$ cat src/rtl/spi_master_engine.sv
// Self-timed SPI initiator: one 16-bit mode-0 frame {addr, rw, data} per start,
// SCLK/CS derived from clk with HALF clk cycles per SCLK half-period.
module spi_master_engine #(
    parameter int HALF = 4
) (
    input  logic       clk,
    input  logic       rst_n,
    input  logic       start,
    input  logic       rw,
    input  logic [6:0] addr,
    input  logic [7:0] wdata,
    input  logic       miso,
    output logic       sclk,
    output logic       cs_n,
    output logic       mosi,
    output logic       mosi_oe,
    output logic       busy,
    output logic       done,
    output logic [7:0] rdata
);

    typedef enum logic [2:0] {
        S_IDLE  = 3'd0,
        S_SETUP = 3'd1,
        S_HIGH  = 3'd2,
        S_LOW   = 3'd3,
        S_HOLD  = 3'd4,
        S_DONE  = 3'd5,
        S_GAP   = 3'd6
    } state_t;

    localparam logic [7:0] HALF_M1 = 8'(HALF - 1);

    // Reads carry an all-zero data byte so the released bus never leaks wdata.
    function automatic logic [15:0] build_frame(input logic [6:0] a, input logic r, input logic [7:0] w);
        build_frame = {a, r, (r ? 8'h00 : w)};
    endfunction

    state_t      state_q, state_d;
    logic [7:0]  hcnt_q, hcnt_d;
    logic [4:0]  bitcnt_q, bitcnt_d;
    logic [15:0] frame_q, frame_d;
    logic        rw_q, rw_d;
    logic [7:0]  rx_q, rx_d;
    logic        sclk_q, sclk_d;
    logic        cs_n_q, cs_n_d;
    logic        mosi_q, mosi_d;
    logic        oe_q, oe_d;
    logic        busy_q, busy_d;
    logic        done_q, done_d;
    logic [7:0]  rdata_q, rdata_d;

    logic        half_end_s;
    logic [3:0]  bit_idx_s;
    logic        next_oe_s;
    logic        next_mosi_s;

    assign half_end_s  = (hcnt_q == HALF_M1);
    // After rise k the next wire bit is frame[15-k]; the data byte is released on reads.
    assign bit_idx_s   = 4'd15 - bitcnt_q[3:0];
    assign next_oe_s   = bit_idx_s[3] | ~rw_q;
    assign next_mosi_s = next_oe_s & frame_q[bit_idx_s];

    // Next-state and next-output logic for the transaction sequencer.
    always_comb begin
        state_d  = state_q;
        hcnt_d   = hcnt_q + 8'd1;
        bitcnt_d = bitcnt_q;
        frame_d  = frame_q;
        rw_d     = rw_q;
        rx_d     = rx_q;
        sclk_d   = sclk_q;
        cs_n_d   = cs_n_q;
        mosi_d   = mosi_q;
        oe_d     = oe_q;
        busy_d   = busy_q;
        done_d   = 1'b0;
        rdata_d  = rdata_q;
        case (state_q)
            S_IDLE: begin
                hcnt_d   = 8'd0;
                bitcnt_d = 5'd0;
                sclk_d   = 1'b0;
                if (start) begin
                    frame_d = build_frame(addr, rw, wdata);
                    rw_d    = rw;
                    cs_n_d  = 1'b0;
                    busy_d  = 1'b1;
                    mosi_d  = addr[6];
                    oe_d    = 1'b1;
                    state_d = S_SETUP;
                end else begin
                    cs_n_d  = 1'b1;
                    busy_d  = 1'b0;
                    mosi_d  = 1'b0;
                    oe_d    = 1'b0;
                end
            end
            S_SETUP, S_LOW: begin
                if (half_end_s) begin
                    state_d  = S_HIGH;
                    hcnt_d   = 8'd0;
                    sclk_d   = 1'b1;
                    // Only the last eight samples form rdata, so eight bits suffice.
                    rx_d     = {rx_q[6:0], miso};
                    bitcnt_d = bitcnt_q + 5'd1;
                end else begin
                    state_d  = state_q;
                end
            end
            S_HIGH: begin
                if (half_end_s) begin
                    hcnt_d = 8'd0;
                    sclk_d = 1'b0;
                    if (bitcnt_q == 5'd16) begin
                        state_d = S_HOLD;
                    end else begin
                        state_d = S_LOW;
                        mosi_d  = next_mosi_s;
                        oe_d    = next_oe_s;
                    end
                end else begin
                    state_d = state_q;
                end
            end
            S_HOLD: begin
                if (half_end_s) begin
                    state_d = S_DONE;
                    cs_n_d  = 1'b1;
                    oe_d    = 1'b0;
                    mosi_d  = 1'b0;
                    done_d  = 1'b1;
                    if (rw_q) begin
                        rdata_d = rx_q;
                    end else begin
                        rdata_d = rdata_q;
                    end
                end else begin
                    state_d = state_q;
                end
            end
            S_DONE: begin
                state_d = S_GAP;
                hcnt_d  = 8'd0;
            end
            S_GAP: begin
                if (half_end_s) begin
                    state_d = S_IDLE;
                    hcnt_d  = 8'd0;
                    busy_d  = 1'b0;
                end else begin
                    state_d = state_q;
                end
            end
            default: begin
                state_d = S_IDLE;
                hcnt_d  = 8'd0;
                sclk_d  = 1'b0;
                cs_n_d  = 1'b1;
                mosi_d  = 1'b0;
                oe_d    = 1'b0;
                busy_d  = 1'b0;
            end
        endcase
    end

    // State and output registers with synchronous active-low reset.
    always_ff @(posedge clk) begin
        if (!rst_n) begin
            state_q  <= S_IDLE;
            hcnt_q   <= 8'd0;
            bitcnt_q <= 5'd0;
            frame_q  <= 16'h0000;
            rw_q     <= 1'b0;
            rx_q     <= 8'h00;
            sclk_q   <= 1'b0;
            cs_n_q   <= 1'b1;
            mosi_q   <= 1'b0;
            oe_q     <= 1'b0;
            busy_q   <= 1'b0;
            done_q   <= 1'b0;
            rdata_q  <= 8'h00;
        end else begin
            state_q  <= state_d;
            hcnt_q   <= hcnt_d;
            bitcnt_q <= bitcnt_d;
            frame_q  <= frame_d;
            rw_q     <= rw_d;
            rx_q     <= rx_d;
            sclk_q   <= sclk_d;
            cs_n_q   <= cs_n_d;
            mosi_q   <= mosi_d;
            oe_q     <= oe_d;
            busy_q   <= busy_d;
            done_q   <= done_d;
            rdata_q  <= rdata_d;
        end
    end

    assign sclk    = sclk_q;
    assign cs_n    = cs_n_q;
    assign mosi    = mosi_q;
    assign mosi_oe = oe_q;
    assign busy    = busy_q;
    assign done    = done_q;
    assign rdata   = rdata_q;

endmodule

$ cat config.mk
export PLATFORM = sky130hd
export DESIGN_NAME = spi_master_engine
export DESIGN_NICKNAME = d
export VERILOG_FILES = /design/src/rtl/spi_master_engine.sv
export SDC_FILE = /design/constraint.sdc
export NUM_CORES = 1
export LEC_CHECK = 0
export ABC_AREA = 0
export ABC_CLOCK_PERIOD_IN_PS = 3700
export CAP_MARGIN = 10
export CORE_ASPECT_RATIO = 0.75
export CORE_MARGIN = 2
export CORE_UTILIZATION = 30
export CTS_CLUSTER_DIAMETER = 60
export DETAILED_ROUTE_END_ITERATION = 10
export PLACE_DENSITY = 0.55
export SLEW_MARGIN = 10
export SYNTH_ARGS = -nofsm -noshare
export SYNTH_HDL_FRONTEND = slang
export SYNTH_SLANG_ARGS = --single-unit
$ cat constraint.sdc
create_clock -name clk -period 3.7 [get_ports clk]
set_clock_uncertainty 0.1 [all_clocks]
set_input_delay 0.74 -clock clk [delete_from_list [all_inputs] [get_ports clk]]
set_output_delay 0.74 -clock clk [all_outputs]
set_load 0.03 [all_outputs]
==> results.sh <==
export IMPL_peakVddDrop_mv=0.181
export IMPL_htree_levels=2
export IMPL_nets=323
export IMPL_finalMaxSlewViolations=0
export IMPL_numCtsBuffers=5
export IMPL_drt_initial_drc_count=81
export IMPL_ys_warn_count=0
export IMPL_setup_tns_ns=0
export IMPL_synth_fa_ha_area_frac=0.0148
export IMPL_switching_share=0.234
export IMPL_syn_nets=300
export IMPL_finalPower_mw=1.13
export IMPL_dpl_cell_area_mm2=0.00289
export IMPL_crit_arrival_ns=2.33
export IMPL_place_gp_congestion=0.745
export IMPL_die_x_um=110
export IMPL_cts_hold_fix_buffers=0
export IMPL_intPower_uw=869
export IMPL_clockPowerShare=0.359
export IMPL_status="finished clean"
export IMPL_crit_family="buffers and inverters"
export IMPL_post_route_min_period_ns=2.18
export IMPL_ys_seq_elements=54
export IMPL_timing_fmax_mhz=458
export IMPL_crit_buf_inv=2
export IMPL_setup_violations=0
export IMPL_cts_root_buf="clkbuf_8"
export IMPL_drv_cap=0
export IMPL_synth_xor_area_frac=0.0311
export IMPL_worstMarginPinSlew_ns=0.750
export IMPL_die_h_um=83.6
export IMPL_core_rowCount=28
export IMPL_cts_clk_slew_worst_paths_ns=0.10
export IMPL_drive_gt1_frac=0.0833
export IMPL_grt_busiest_layer="met1"
export IMPL_avgSynthCellArea_um2=9.14
export IMPL_use_met3=0.0328
export IMPL_grt_max_degree=27
export IMPL_synth_simple_gate_area_frac=0.257
export IMPL_cts_sink_count=54
export IMPL_syn_area_mm2=0.00253
export IMPL_layout_common_cells="dfxtp_1 (54), nand2_1 (46), clkdlybuf4s50_1 (33)"
export IMPL_synth_top_family_by_area="simple AND/OR/NAND/NOR gates"
export IMPL_power_density_mw_per_mm2=377
export IMPL_final_cell_area_mm2=0.00301
export IMPL_drc=0
export IMPL_cp_startpoint="rst_n"
export IMPL_fin_ws_ns=1.52
export IMPL_dr_pass1_iters=4
export IMPL_drt_wl_total_um=5260
export IMPL_clk_path_buf_depth=2
export IMPL_regToRegEndpoint="frame_q[9]"
export IMPL_cp_slowest_stage_delay_ns=0.95
export IMPL_start_util=0.316
export IMPL_synth_edf_count=0
export IMPL_cellLeakagePower_nw=1.10
export IMPL_syn_to_final_growth_pct=18.7
export IMPL_cp_num_cells=4
export IMPL_gr_usage_all_layers=0.123
export IMPL_critical_path_startpoint_type="input pin"
export IMPL_ys_seq_area_frac=0.427
export IMPL_period_share=0.590
export IMPL_hold_path_class="reg2reg"
export IMPL_grt_pass1_vias=1832
export IMPL_holdWs_ns=0.354
export IMPL_switchingPower_uw=265
export IMPL_drtAntennaViolNets=0
export IMPL_port_buffer_count=33
export IMPL_ys_flop_type="dfxtp_1"
export IMPL_synth_cell_types=48
export IMPL_use_met2=0.158
export IMPL_ctsResizeCount=0
export IMPL_crit_chain="clkdlybuf4s50_1 -> buf_4 -> nand2_1 -> nor2_1"
export IMPL_rsz0062_at_grt="false"
export IMPL_maxSlewHeadroom=0.498
export IMPL_postCtsSetupBuffers=0
export IMPL_die_area_mm2=0.00920
export IMPL_crit_required_ns=3.84
export IMPL_wl_per_cell_um=13.0
export IMPL_netlist_top_cells_area="dfxtp_1 (43%), nand2_1 (6.8%), a21boi_0 (5.0%)"
export IMPL_antenna_found_initial=0
export IMPL_vias=1922
export IMPL_io_pins=34
export IMPL_muxShareOfSynthArea=0.0717
export IMPL_grt_ovfl_total=0
export IMPL_gr_usage_met1=0.194
export IMPL_post_synth_top_area_cell="dfxtp_1"
export IMPL_netlist_instances=277
export IMPL_dp_hpwl_um=3620
export IMPL_diodes=0
export IMPL_grt_pass1_wl_um=8960
export IMPL_cts_tree="built"
export IMPL_final_common_cell="dfxtp_1"
export IMPL_worstSetupEndpoint="bitcnt_q[4]"
export IMPL_async_reset_ff_frac=0
export IMPL_path_max_fanout=26
export IMPL_cpMaxStageDelayCell="clkdlybuf4s50_1"
export IMPL_clk_latency_ns=0.30
export IMPL_critical_path_class="in2reg"
export IMPL_synth_top_area_share=0.427
export IMPL_reg2regPathDepth=4
export IMPL_synth_compound_area_frac=0.147
export IMPL_hold_violations=0
export IMPL_worst_setup_path_end_kind="flop"
export IMPL_p_comb_frac=0.101
export IMPL_power_frac_seq=0.540
export IMPL_core_mm2=0.00802
export IMPL_pre_cts_slack_ns=1.16
export IMPL_viasPerCell=4.75
export IMPL_reg2reg_slack_ns=1.53
export IMPL_r2r_start="state_q[2]"
[through the flow]
stage,std cells,util
after floorplan,277,-
after global placement,398,0.361
after detailed placement,398,0.361
after CTS,405,0.375
after global routing,405,0.375
final,405,0.375
[sequential cells by signal (all words and copies together) (netlist names)]
register and flops:
sclk 1, hcnt_q 8, rx_q 8, frame_q 16, state_q 3, mosi 1, bitcnt_q 5, busy 1
rdata 8, mosi_oe 1, done 1, cs_n 1
[worst min path at each step]
stage,startpoint,endpoint,slack [ns],depth (start not counted)
2_1_floorplan,frame_q[0],frame_q[0],0.33,2
3_3_place_gp,frame_q[4],frame_q[4],0.34,2
3_5_place_dp,frame_q[4],frame_q[4],0.34,2
4_1_cts,frame_q[4],frame_q[4],0.36,2
5_1_grt,frame_q[4],frame_q[4],0.37,2
6_report,frame_q[4],frame_q[4],0.35,2
[cell families (layout without fill, tap and decap cells)]
family,Yosys count,count (layout)
mux,15,15
fa+ha+maj,3,3
xor+xnor,9,9
simple gates,121,121
compound gates,51,51
buf+inv,24,47
flops,54,54
[cell usage after synthesis (2+ instances only)]
library cell	n
a21boi_0	17
a21boi_1	9
a21oi_1	3
and2_1	2
and3_1	4
buf_2	2
buf_4	2
buf_6	4
clkbuf_1	10
dfxtp_1	54
ha_1	3
inv_1	6
mux2_2	5
mux2i_1	8
mux4_2	2
nand2_1	46
nand2_2	2
nand2b_1	2
nand3_1	13
nand3b_1	9
nand4_1	3
nor2_1	18
nor2b_1	9
nor3_1	4
o211ai_1	2
o21ai_0	7
o22ai_1	3
xor2_1	8
[power by group through the flow]
stage	Combinational, mW	Sequential, mW	Clock, mW
after floorplan	0.0768	0.627	0
after global placement	0.115	0.627	0
after detailed placement	0.115	0.626	0
after CTS	0.116	0.613	0.423
after global routing	0.129	0.616	0.438
final	0.114	0.613	0.407
[tightest hold or removal path: stages (launching register included)]
cell,delay (ns)
dfxtp_1,0.32
nand2_1,0.05
a21boi_1,0.05
[area by class of cell]
| class | instances | area [um2] |
|---|---|---|
| tap | 105 | 131 |
| sequential | 54 | 1080 |
| multi-input combinational | 199 | 1320 |
| fill | 828 | 5020 |
| inverter | 6 | 22.5 |
| timing repair buffer | 34 | 338 |
| clock buffer | 6 | 82.6 |
| clock inverter | 1 | 30.0 |
[metal layers]
metal  wire length, um  vias to the layer above
met3               258                        6
li1                  -                      990
met2              1960                       28
met5                 0                        -
met1              2980                      898
met4                62                        0
Note: power is estimated with default switching activity, not from simulation.
